===== config.mk =====
export PLATFORM = sky130hd
export DESIGN_NAME = seq_det_ctrl
export DESIGN_NICKNAME = d
export VERILOG_FILES = /design/src/rtl/seq_det_pkg.sv /design/src/rtl/seq_match_core.sv /design/src/rtl/seq_det_ctrl.sv
export SDC_FILE = /design/constraint.sdc
export NUM_CORES = 1
export LEC_CHECK = 0
export ABC_AREA = 1
export CAP_MARGIN = 0
export CORE_ASPECT_RATIO = 0.9
export CORE_MARGIN = 1.5
export CORE_UTILIZATION = 55
export CTS_CLUSTER_DIAMETER = 200
export DETAILED_ROUTE_END_ITERATION = 10
export PLACE_DENSITY = 0.81
export SYNTH_ARGS = -nofsm -noshare
export SYNTH_HDL_FRONTEND = slang
export SYNTH_SLANG_ARGS = --single-unit

===== constraint.sdc =====
create_clock -name clk -period 3.2 [get_ports clk]
set_input_delay 0.48 -clock clk [delete_from_list [all_inputs] [get_ports clk]]
set_output_delay 0.48 -clock clk [all_outputs]
set_load 0.01 [all_outputs]

===== src/rtl/seq_det_pkg.sv =====
// Shared types and width helpers for the programmable serial pattern detector.
package seq_det_pkg;

  localparam int DEF_MAX_LEN = 8;
  localparam int DEF_CNT_W   = 8;
  localparam int DEF_TMO_W   = 16;

  typedef enum logic [1:0] {
    IDLE = 2'd0,
    RUN  = 2'd1,
    FIN  = 2'd2
  } state_t;

  function automatic int len_w(input int max_len);
    return $clog2(max_len + 1);
  endfunction

endpackage


===== src/rtl/seq_match_core.sv =====
// History shift register and pattern compare; hit reflects the history as it
// will be after the current shift.
module seq_match_core
  import seq_det_pkg::*;
#(
  parameter int MAX_LEN = DEF_MAX_LEN,
  parameter int LEN_W   = len_w(DEF_MAX_LEN)
) (
  input  logic               clk,
  input  logic               rst,
  input  logic               clear,
  input  logic               shift_en,
  input  logic               bit_in,
  input  logic [MAX_LEN-1:0] pattern,
  input  logic [LEN_W-1:0]   len,
  input  logic               overlap,
  output logic               hit
);

  logic [MAX_LEN-1:0] history;
  logic [MAX_LEN-1:0] hist_shift;
  logic [MAX_LEN-1:0] mask;
  logic [LEN_W-1:0]   bits_seen;
  logic [LEN_W-1:0]   seen_shift;

  always_comb begin
    hist_shift = {history[MAX_LEN-2:0], bit_in};
    seen_shift = (bits_seen == LEN_W'(MAX_LEN)) ? bits_seen : bits_seen + LEN_W'(1);
    mask       = '0;
    for (int i = 0; i < MAX_LEN; i++) begin
      mask[i] = (i < int'(len));
    end
    hit = shift_en && (seen_shift >= len) && (((hist_shift ^ pattern) & mask) == '0);
  end

  always_ff @(posedge clk or negedge rst) begin
    if (!rst) begin
      history   <= '0;
      bits_seen <= '0;
    end else if (clear) begin
      history   <= '0;
      bits_seen <= '0;
    end else if (shift_en) begin
      // Non-overlapping mode restarts the search after every detection.
      if (hit && !overlap) begin
        history   <= '0;
        bits_seen <= '0;
      end else begin
        history   <= hist_shift;
        bits_seen <= seen_shift;
      end
    end
  end

endmodule


===== src/rtl/seq_det_ctrl.sv =====
// Run controller: config handshake, IDLE/RUN/FIN sequencing, match counting,
// target and timeout termination, abort.
module seq_det_ctrl
  import seq_det_pkg::*;
#(
  parameter int MAX_LEN = DEF_MAX_LEN,
  parameter int CNT_W   = DEF_CNT_W,
  parameter int TMO_W   = DEF_TMO_W
) (
  input  logic                       clk,
  input  logic                       rst,
  input  logic                       cfg_valid,
  output logic                       cfg_ready,
  input  logic [MAX_LEN-1:0]         cfg_pattern,
  input  logic [len_w(MAX_LEN)-1:0]  cfg_len,
  input  logic                       cfg_overlap,
  input  logic [CNT_W-1:0]           cfg_target,
  input  logic [TMO_W-1:0]           cfg_timeout,
  input  logic                       start,
  input  logic                       abort,
  input  logic                       in_valid,
  input  logic                       in,
  output logic                       match,
  output logic [CNT_W-1:0]           match_cnt,
  output logic                       busy,
  output logic                       done,
  output logic                       timeout_flag,
  output logic                       cfg_err
);

  localparam int LEN_W = len_w(MAX_LEN);

  state_t             state;
  state_t             next_state;
  logic [MAX_LEN-1:0] pattern;
  logic [LEN_W-1:0]   len;
  logic               overlap;
  logic [CNT_W-1:0]   target;
  logic [TMO_W-1:0]   timeout;
  logic               cfg_loaded;
  logic [TMO_W-1:0]   timer;

  logic len_ok;
  logic target_met;
  logic timed_out;
  logic exit_run;
  logic start_run;
  logic shift_en;
  logic hit;

  assign len_ok     = (cfg_len >= LEN_W'(2)) && (cfg_len <= LEN_W'(MAX_LEN));
  // Exit is decided from registered count/timer, so a match and a timeout
  // landing on the same edge both count before the run is judged.
  assign target_met = (target != '0) && (match_cnt == target);
  assign timed_out  = (timeout != '0) && (timer == timeout);
  assign exit_run   = target_met || timed_out;

  assign busy      = (state == RUN);
  assign done      = (state == FIN);
  assign cfg_ready = (state == IDLE);

  always_ff @(posedge clk or negedge rst) begin
    if (!rst) state <= IDLE;
    else      state <= next_state;
  end

  always_comb begin
    next_state = state;
    start_run  = 1'b0;
    shift_en   = 1'b0;
    case (state)
      IDLE: begin
        if (start && cfg_loaded && !cfg_valid) begin
          next_state = RUN;
          start_run  = 1'b1;
        end
      end
      RUN: begin
        if (exit_run) next_state = FIN;
        else          shift_en   = in_valid;
      end
      FIN:     next_state = IDLE;
      default: next_state = IDLE;
    endcase
    if (abort) begin
      next_state = IDLE;
      start_run  = 1'b0;
      shift_en   = 1'b0;
    end
  end

  always_ff @(posedge clk or negedge rst) begin
    if (!rst) begin
      pattern    <= '0;
      len        <= '0;
      overlap    <= 1'b0;
      target     <= '0;
      timeout    <= '0;
      cfg_loaded <= 1'b0;
      cfg_err    <= 1'b0;
    end else if (state == IDLE && cfg_valid) begin
      if (len_ok) begin
        pattern    <= cfg_pattern;
        len        <= cfg_len;
        overlap    <= cfg_overlap;
        target     <= cfg_target;
        timeout    <= cfg_timeout;
        cfg_loaded <= 1'b1;
        cfg_err    <= 1'b0;
      end else begin
        cfg_err <= 1'b1;
      end
    end
  end

  always_ff @(posedge clk or negedge rst) begin
    if (!rst) begin
      match        <= 1'b0;
      match_cnt    <= '0;
      timer        <= '0;
      timeout_flag <= 1'b0;
    end else begin
      match <= hit;
      if (start_run) begin
        match_cnt    <= '0;
        timer        <= '0;
        timeout_flag <= 1'b0;
      end else if (state == RUN && !abort) begin
        if (exit_run) begin
          timeout_flag <= !target_met;
        end else begin
          timer <= timer + TMO_W'(1);
          if (hit && match_cnt != '1) match_cnt <= match_cnt + CNT_W'(1);
        end
      end
    end
  end

  seq_match_core #(
    .MAX_LEN (MAX_LEN),
    .LEN_W   (LEN_W)
  ) u_core (
    .clk      (clk),
    .rst      (rst),
    .clear    (start_run),
    .shift_en (shift_en),
    .bit_in   (in),
    .pattern  (pattern),
    .len      (len),
    .overlap  (overlap),
    .hit      (hit)
  );

endmodule


==> results of run 1 <==
report_power, final:
group | leakage (uW) | total [uW] | switching, uW | internal (uW)
logic | 0.00144 | 587 | 345 | 243
clock network | 0.0000914 | 674 | 338 | 336
registers | 0.00102 | 1250 | 136 | 1110
total | 0.00255 | 2510 | 818 | 1690
per-layer routing:
| metal | part of all wire | vias to the layer above | track usage |
|---|---|---|---|
| met5 | 0 | - | 0 |
| met4 | 0.010 | 0 | 0.08432 |
| met3 | 0.062 | 11 | 0.05939 |
| met2 | 0.46 | 135 | 0.4018 |
| met1 | 0.46 | 1866 | 0.3437 |
| li1 | - | 1898 | - |
path summary, 6_finish.rpt:
check	start	to	slack [ns]	cells past startpoint
max reg2reg	u_core.bits_seen[0]$_DFFE_PN0P_	match_cnt[1]$_DFFE_PN0P_	0.75	14
max	u_core.bits_seen[0]$_DFFE_PN0P_	match_cnt[1]$_DFFE_PN0P_	0.75	14
min in group clk	overlap$_DFFE_PN0P_	overlap$_DFFE_PN0P_	0.51	2
max in group asynchronous	rst	pattern[2]$_DFFE_PN0P_	2.26	1
min reg2reg	overlap$_DFFE_PN0P_	overlap$_DFFE_PN0P_	0.51	2
min	rst	timeout[9]$_DFFE_PN0P_	0.26	1
layout make-up:
cell class	count	area, sq um	area share
multi-input combinational	409	2087	0.4068
sequential	78	1952	0.3805
timing repair buffer	58	575.6	0.1122
inverter	59	221.5	0.04317
clock buffer	13	168.9	0.03293
tap	96	120.1	0.02341
clock inverter	1	5.005	0.0009756
cells by family after synthesis:
group	count (synthesis)
buffers and inverters	74
AO/OA/AOI/OAI	45
XOR/XNOR	37
adder cells (fa/ha/maj)	8
flip-flops	78
AND/OR/NAND/NOR	319
synthesized netlist by cell type, types with 3 or more instances:
cell type	n	area share
nand4_1	15	0.022
dfrtp_1	78	0.45
nor3_1	10	0.012
buf_2	9	0.010
o31ai_1	8	0.014
nor2_2	3	0.0043
nand3_1	49	0.057
inv_2	10	0.0087
xnor2_1	8	0.016
nor2_1	47	0.041
o21ai_0	24	0.028
a21oi_1	4	0.0046
o21ai_1	5	0.0058
inv_1	49	0.042
xor2_1	29	0.059
nand2_1	180	0.16
ha_1	8	0.023
nor2_4	3	0.0078
nor4_1	3	0.0043
stage by stage:
stage	area, sq um	util	worst slack (ns)
4_1_cts	5130	0.6766	0.7894
5_1_grt	5130	0.6766	0.6240
3_5_place_dp	4956	0.6536	0.7834
6_report	5130	0.6766	0.7532
2_1_floorplan	4339	-	1.098
3_3_place_gp	4956	0.6536	0.9071
state kept, by name, summed over array words and instances, names as in the netlist:
name / count
cfg_loaded: 1
u_core.history: 7
pattern: 8
target: 8
state: 2
u_core.bits_seen: 4
match: 1
timeout: 16
timer: 16
len: 4
match_cnt: 8
overlap: 1
cfg_err: 1
timeout_flag: 1
==> results.json, run 1 <==
{
  "hp-class": "primary input to async pin",
  "drt_iter0_markers": 301,
  "end_kind": "register",
  "ys_warn_count": 0,
  "ir_worst_vdd_uv": 285.4,
  "synth-simple-area-share": 0.3224,
  "grtUsageTotal": 0.2521,
  "post-route-min-period_ns": 2.447,
  "grt_pass1_vias": 3620,
  "fmax_mhz": 408.7,
  "syn_inst": 561,
  "firstDrtPassIters": 5,
  "async_reset_ff_frac": 1.000,
  "cts_htree_levels": 3,
  "finalCritPeriodShare": 0.7646,
  "worstPathCellList": "inv_1, ha_1, nand3_1, xor2_1, inv_1, ha_1, nor2_1, nor2_1, o211ai_1, nand3_2, inv_1, nand3_2, nand3_1, nand2_1",
  "cp.arrival_ns": 2.68,
  "fin_nets": 667,
  "drt-wirelength-per-cell_microns": 14.49,
  "relSlewSlack": 0.3403,
  "dp_hpwl_mm": 7.450,
  "io_pins": 58,
  "num_vias": 3910,
  "ctsHoldBuffers": 0,
  "coreArea_sq_um": 7582,
  "post-place-cells": 700,
  "layout_common_cells": "180 x nand2_1, 78 x dfrtp_1, 56 x clkdlybuf4s50_1, 49 x inv_1, 49 x nand3_1",
  "clk_latency_ns": 0.35,
  "fin_skew_ns": 0.007110,
  "cap_violations": 0,
  "crit_path_max_fanout": 8,
  "grt_overflow": 0,
  "setup_viol": 0,
  "synth_compound_gate_area_share": 0.05911,
  "synth-seq-cells": 78,
  "synthFlopType": "dfrtp_1",
  "tightest_slew_ns": 0.9896,
  "syn_area_sq_um": 4339,
  "syn_to_final_growth_pct": 18.22,
  "synth_fa_ha_area_frac": 0.02307,
  "hold_viol_final": 0,
  "grt_max_degree": 79,
  "antenna_found_initial": 0,
  "synth_edf_count": 0,
  "ys_types": 33,
  "final_layout_size_suffix_gt1_frac": 0.06634,
  "gp_congestion": 0.9664,
  "rows": 30,
  "num_antenna_cells": 0,
  "layout_commonest_cell": "nand2_1",
  "viasPerCell": 5.476,
  "start_util": 0.5723,
  "critical_path_class": "register to register",
  "cts.repair.resized": 0,
  "cellPowerDensity_nw_per_um2": 489.6,
  "syn_nets": 613,
  "ant_nets": 0,
  "path_delay_family": "simple AND/OR/NAND/NOR gates",
  "post_cts_buffers": 0,
  "syn_avg_cell_area_sq_um": 7.735,
  "fillCellCount": 648,
  "fin_hold_ws_ns": 0.2617,
  "cp_slowest_cell": "dfrtp_1",
  "wirelength_mm": 10.34,
  "synth-xor-area-share": 0.07468,
  "die_w_microns": 96.63,
  "setup_tns_ns": 0,
  "synthMuxAreaShare": 0,
  "cts_tree": "done",
  "port_buffers": 57,
  "cp-start-kind": "register",
  "drc": 0,
  "clk_pin_slew_ns": 0.07,
  "die_area_sq_um": 8432,
  "grt_pass1_wl_mm": 16.96,
  "clkSinkCount": 78,
  "die_h_microns": 87.27,
  "leakage_uw": 0.002551,
  "path_buf_inv": 3,
  "cp_common_cell": "inv_1",
  "outcome": "finished, final reports clean",
  "cp.required_ns": 3.44,
  "finalPower_uw": 2511,
  "cts_root_buffer": "clkbuf_8",
  "critical_path.max_stage_delay_ns": 0.42,
  "rsz0062_at_grt": "no",
  "synth_seq_area_share": 0.4498,
  "cts.path.max_buffers": 2,
  "fin_cells": 714,
  "synth_top_family_by_area": "simple AND/OR/NAND/NOR gates",
  "slew_viol_final": 0,
  "numCtsBuffers": 9
}
(Power assumes the default switching activity.)
==> run 2: changes to the inputs <==
Settings changed: CORE_UTILIZATION 55 to 50, PLACE_DENSITY 0.81 to 0.77.
Clock period 3.2 ns to 1.99 ns, I/O delays scaled along.
==> run 2 against run 1 <==
The run now ends with setup timing left. Cell count increased by 6.0%. Clock power grew 59%. Sequential share of layout area decreased by 1.7 points. First-iteration DRC count is 19% lower. Critical path depth down 1. Clock skew grew 0.0023 ns. Global-route usage fell by 0.50 points.
==> results.json, run 2 (synthesized netlist as in run 1, its figures left out) <==
{
  "cts.path.max_buffers": 2,
  "finalPower_uw": 4102,
  "cap_violations": 0,
  "tightest_slew_ns": 0.6052,
  "crit_end": "match_cnt[6]$_DFFE_PN0P_",
  "fin_area_sq_um": 5370,
  "layout_common_cells": "180 x nand2_1, 77 x dfrtp_1, 56 x clkdlybuf4s50_1, 48 x inv_1, 47 x nor2_1",
  "drt-wirelength-per-cell_microns": 13.92,
  "fin_ws_ns": -0.2175,
  "clkSinkCount": 78,
  "drt_iter0_markers": 244,
  "clk_pin_slew_ns": 0.08,
  "cp-start-kind": "register",
  "slew_viol_final": 0,
  "ir_worst_vdd_uv": 371.9,
  "ant_nets": 0,
  "io_pins": 58,
  "grt_pass1_wl_mm": 18.02,
  "cts_root_buffer": "clkbuf_8",
  "hp-class": "primary input to register",
  "fin_hold_ws_ns": 0.4750,
  "outcome": "complete, but fails checks",
  "die_w_microns": 101.2,
  "num_antenna_cells": 0,
  "relSlewSlack": 0.5965,
  "layout_commonest_cell": "nand2_1",
  "numCtsBuffers": 9,
  "syn_to_final_growth_pct": 23.76,
  "viasPerCell": 5.198,
  "wirelength_mm": 10.54,
  "grt_max_degree": 46,
  "port_buffers": 57,
  "critical_path_class": "register to register",
  "clk_latency_ns": 0.35,
  "top_regs": "timeout: 16 flops, timer: 16 flops",
  "grt_overflow": 0,
  "r2r-end": "match_cnt[6]$_DFFE_PN0P_",
  "dp_hpwl_mm": 7.540,
  "setup_viol": 20,
  "regToRegSetupSlack_ns": -0.22,
  "coreArea_sq_um": 8488,
  "place_area_sq_um": 5121,
  "ff2ff_path_depth": 13,
  "hold_viol_final": 0,
  "cellPowerDensity_nw_per_um2": 763.8,
  "crit_path_max_fanout": 9,
  "rsz0062_at_grt": "yes",
  "die_area_sq_um": 9247,
  "rows": 32,
  "drc": 0,
  "finalCritPeriodShare": 1.109,
  "finalCoreUtilization": 0.6327,
  "grtUsageTotal": 0.2471,
  "post-route-min-period_ns": 2.207,
  "cts_tree": "done",
  "reg2reg_from": "u_core.bits_seen[0]$_DFFE_PN0P_",
  "grt_pass1_vias": 3793,
  "failed_checks": "setup timing",
  "fin_nets": 685,
  "cp.required_ns": 2.27,
  "cts_htree_levels": 3,
  "end_kind": "register",
  "num_vias": 3935,
  "die_h_microns": 91.38,
  "start_util": 0.5112,
  "fin_skew_ns": 0.009379,
  "fmax_mhz": 453.0,
  "gp_congestion": 0.9061,
  "cp.arrival_ns": 2.49,
  "antenna_found_initial": 0,
  "cp-startpoint": "u_core.bits_seen[0]$_DFFE_PN0P_",
  "leakage_uw": 0.002632,
  "firstDrtPassIters": 5,
  "final_layout_size_suffix_gt1_frac": 0.1082
}
==> run 2: cell count changes in the layout (fill, tap and decap cells not counted), sizes merged <==
| cell | delta |
|---|---|
| buf | +17 |
| clkinvlp | +4 |
| clkbuf | -2 |
| dlygate4sd3 | +1 |
==> run 2: worst min-delay path by stage <==
stage                         start                 endpoint  slack, ns  cells after the start
finish               cfg_pattern[0]   pattern[0]$_DFFE_PN0P_       0.48                      3
global route        cfg_timeout[15]  timeout[15]$_DFFE_PN0P_       0.48                      3
CTS                  cfg_pattern[0]   pattern[0]$_DFFE_PN0P_       0.46                      3
detailed placement              rst  timeout[15]$_DFFE_PN0P_       0.35                      1
global placement                rst  timeout[15]$_DFFE_PN0P_       0.34                      1
floorplan                       rst      cfg_err$_DFFE_PN0P_      0.003                      0
==> run 2: per-layer routing <==
layer | routed length (microns) | up-vias | GRT usage
met1 | 4711 | 1853 | 0.3421
met3 | 721 | 6 | 0.06313
met5 | 0 | - | 0
met4 | 63 | 0 | 0.04745
li1 | - | 1940 | -
met2 | 5044 | 136 | 0.3937
==> run 2: final cells by class <==
class                   instances  area, sq um
fillers                       770         3118
flip-flops and latches         78         1953
inverters                      59        226.5
well taps                     119        148.9
clock buffers                  11        141.4
repair buffers                 76        729.5
multi-input cells             409         2136
clock inverters                 5        35.03
==> run 2: per-stage QoR <==
| step | TNS, ns | setup WS, ns | instances |
|---|---|---|---|
| 2_1_floorplan | -0.5750 | -0.05752 | 561 |
| 3_3_place_gp | -1.572 | -0.09029 | 738 |
| 3_5_place_dp | -3.758 | -0.2130 | 738 |
| 4_1_cts | -3.110 | -0.1817 | 756 |
| 5_1_grt | -6.536 | -0.3641 | 757 |
| 6_report | -3.931 | -0.2175 | 757 |
==> run 2: critical path, stage by stage, from the launching register on <==
cell and delay, ns:
dfrtp_1 0.41, inv_1 0.08, ha_2 0.18, nand3_2 0.08, xor2_2 0.18, inv_1 0.10
ha_4 0.16, nor2_1 0.08, nor2_1 0.05, o211ai_1 0.19, nand3_2 0.15, nor2_4 0.25
nand4_1 0.12, nand2_1 0.10
==> run 2: what timing repair did <==
item | 4_1_cts | 5_1_grt
endpoints found under the setup margin | 20 | 25
resized for setup | 3 | 8
cloned | 0 | 0
setup buffers | 1 | 1
pin swaps | 2 | 3
hold buffers | 1 | 0
hold endpoints to repair | 43 | 0
==> run 2: report_power, final <==
part	internal (uW)	switching, uW	leakage [uW]
Combinational	442	581	0.00154
Sequential	1790	216	0.00101
Clock	485	587	0.0000776
==> run 3: changes to the inputs <==
Settings changed: RECOVER_POWER from default to 25.
==> run 3 against run 2 <==
The flow still finishes with violations (setup timing). Largest power group unchanged. Critical path type unchanged. Sequential power about the same. Power about the same. Via count about the same. First-iteration DRC count unchanged. Wire length decreased by 0.21%. Global-route usage unchanged.
==> results.json, run 3 (synthesized netlist as in run 1, its figures left out) <==
{
  "outcome": "complete, but fails checks",
  "failed_checks": "setup timing",
  "ff2ff_path_depth": 13,
  "rsz0062_at_grt": "yes",
  "final_layout_size_suffix_gt1_frac": 0.1082,
  "p_int_uw": 2717,
  "cp.arrival_ns": 2.49,
  "post-place-cells": 738,
  "fin_hold_ws_ns": 0.4722,
  "cts_htree_levels": 3,
  "fin_nets": 685,
  "crit_end": "match_cnt[6]$_DFFE_PN0P_",
  "grt_pass1_wl_mm": 18.02,
  "ir_worst_vdd_uv": 371.7,
  "fin_ws_ns": -0.2183,
  "rows": 32,
  "cts_tree": "done",
  "drt_iter0_markers": 244,
  "r2r-end": "match_cnt[6]$_DFFE_PN0P_",
  "post-route-min-period_ns": 2.208,
  "power.share.sequential": 0.489,
  "cts_root_buffer": "clkbuf_8",
  "combPwrFrac": 0.249,
  "hp-class": "primary input to register",
  "drc": 0,
  "reg2reg_from": "u_core.bits_seen[0]$_DFFE_PN0P_",
  "fin_skew_ns": 0.01004,
  "critical_path_class": "register to register",
  "p_sw_uw": 1386,
  "multi_input_area_sq_um": 2136,
  "die_area_sq_um": 9247,
  "grt_max_degree": 46,
  "cp-start-kind": "register",
  "syn_to_final_growth_pct": 23.70,
  "fmax_mhz": 452.8,
  "numCtsBuffers": 9,
  "cap_violations": 0,
  "grtUsageTotal": 0.2471,
  "start_util": 0.5112,
  "coreArea_sq_um": 8488,
  "viasPerCell": 5.194,
  "fin_cells": 757,
  "end_kind": "register",
  "clk_latency_ns": 0.35,
  "die_h_microns": 91.38,
  "clkSinkCount": 78,
  "hold_viol_final": 0,
  "crit_path_max_fanout": 9,
  "finalCritPeriodShare": 1.110,
  "antenna_found_initial": 0,
  "regToRegSetupSlack_ns": -0.22,
  "fillCellCount": 771,
  "cts.path.max_buffers": 2,
  "pre_cts_ws_ns": -0.2130,
  "slew_viol_final": 0,
  "cp.required_ns": 2.27,
  "drt-wirelength-per-cell_microns": 13.89,
  "grt_pass1_vias": 3793,
  "swShare": 0.3379,
  "relSlewSlack": 0.2172,
  "leakage_uw": 0.002632,
  "dp_hpwl_mm": 7.540,
  "grt_overflow": 0,
  "io_pins": 58,
  "num_vias": 3932,
  "num_antenna_cells": 0,
  "port_buffers": 57,
  "tightest_slew_ns": 1.174,
  "layout_commonest_cell": "nand2_1",
  "wirelength_mm": 10.52,
  "regArea_sq_um": 1953,
  "setup_viol": 20,
  "cellPowerDensity_nw_per_um2": 764.5,
  "gp_congestion": 0.9061,
  "cp-startpoint": "u_core.bits_seen[0]$_DFFE_PN0P_",
  "top_regs": "timeout: 16 flops, timer: 16 flops",
  "die_w_microns": 101.2,
  "clk_pin_slew_ns": 0.08,
  "layout_common_cells": "180 x nand2_1, 77 x dfrtp_1, 56 x clkdlybuf4s50_1, 48 x inv_1, 47 x nor2_1",
  "clkPwrFrac": 0.262,
  "firstDrtPassIters": 5,
  "ant_nets": 0
}
run 3: per-layer routing:
layer | vias up | part of all wire | track usage
li1 | 1940 | - | -
met1 | 1851 | 0.45 | 0.3421
met2 | 135 | 0.48 | 0.3937
met3 | 6 | 0.065 | 0.06313
met4 | 0 | 0.0060 | 0.04745
met5 | - | 0 | 0
run 3: critical path, stage by stage (launching register included):
cell	delay, ns
dfrtp_1	0.41
inv_1	0.08
ha_2	0.18
nand3_2	0.08
xor2_2	0.18
inv_1	0.10
ha_4	0.16
nor2_1	0.08
nor2_1	0.05
o211ai_1	0.19
nand3_2	0.15
nor2_4	0.26
nand4_1	0.12
nand2_1	0.10
run 3: timing repair:
item / CTS / global route
endpoints found under the hold margin: 43 / 0
pin swaps: 2 / 3
setup buffers: 1 / 1
hold buffers: 1 / 0
endpoints found under the setup margin: 20 / 25
gates resized for setup: 3 / 8
run 3: area by class of cell:
class | count | area share
Multi-Input combinational cell | 409 | 0.3979
Sequential cell | 78 | 0.3639
Inverter | 59 | 0.04219
Tap cell | 119 | 0.02774
Timing Repair Buffer | 76 | 0.1354
Clock inverter | 5 | 0.006527
Clock buffer | 11 | 0.02634
run 3: power groups by stage:
stage                     Clock (uW)  Sequential [uW]  Combinational [uW]
after floorplan                    0             1980                 658
after global placement             0             2020                 947
after detailed placement           0             2030                 986
after CTS                       1100             2000                1010
after global routing            1180             2040                1170
final                           1080             2010                1020
run 3: stage by stage:
step	power, uW	cell area [sq um]	setup TNS (ns)	utilization
global placement	2968	5121	-1.572	0.6033
global route	4386	5368	-6.536	0.6324
detailed placement	3014	5121	-3.758	0.6033
CTS	4110	5326	-3.110	0.6275
floorplan	2633	4350	-0.5750	-
finish	4103	5368	-3.929	0.6324
run 3: worst min path at each step:
stage	start	to	slack [ns]	cells after the start
after detailed placement	rst	timeout[15]$_DFFE_PN0P_	0.35	1
after global placement	rst	timeout[15]$_DFFE_PN0P_	0.34	1
after global routing	cfg_timeout[15]	timeout[15]$_DFFE_PN0P_	0.48	3
after CTS	cfg_pattern[0]	pattern[0]$_DFFE_PN0P_	0.46	3
final	cfg_pattern[0]	pattern[0]$_DFFE_PN0P_	0.47	3
after floorplan	rst	cfg_err$_DFFE_PN0P_	0.003	0
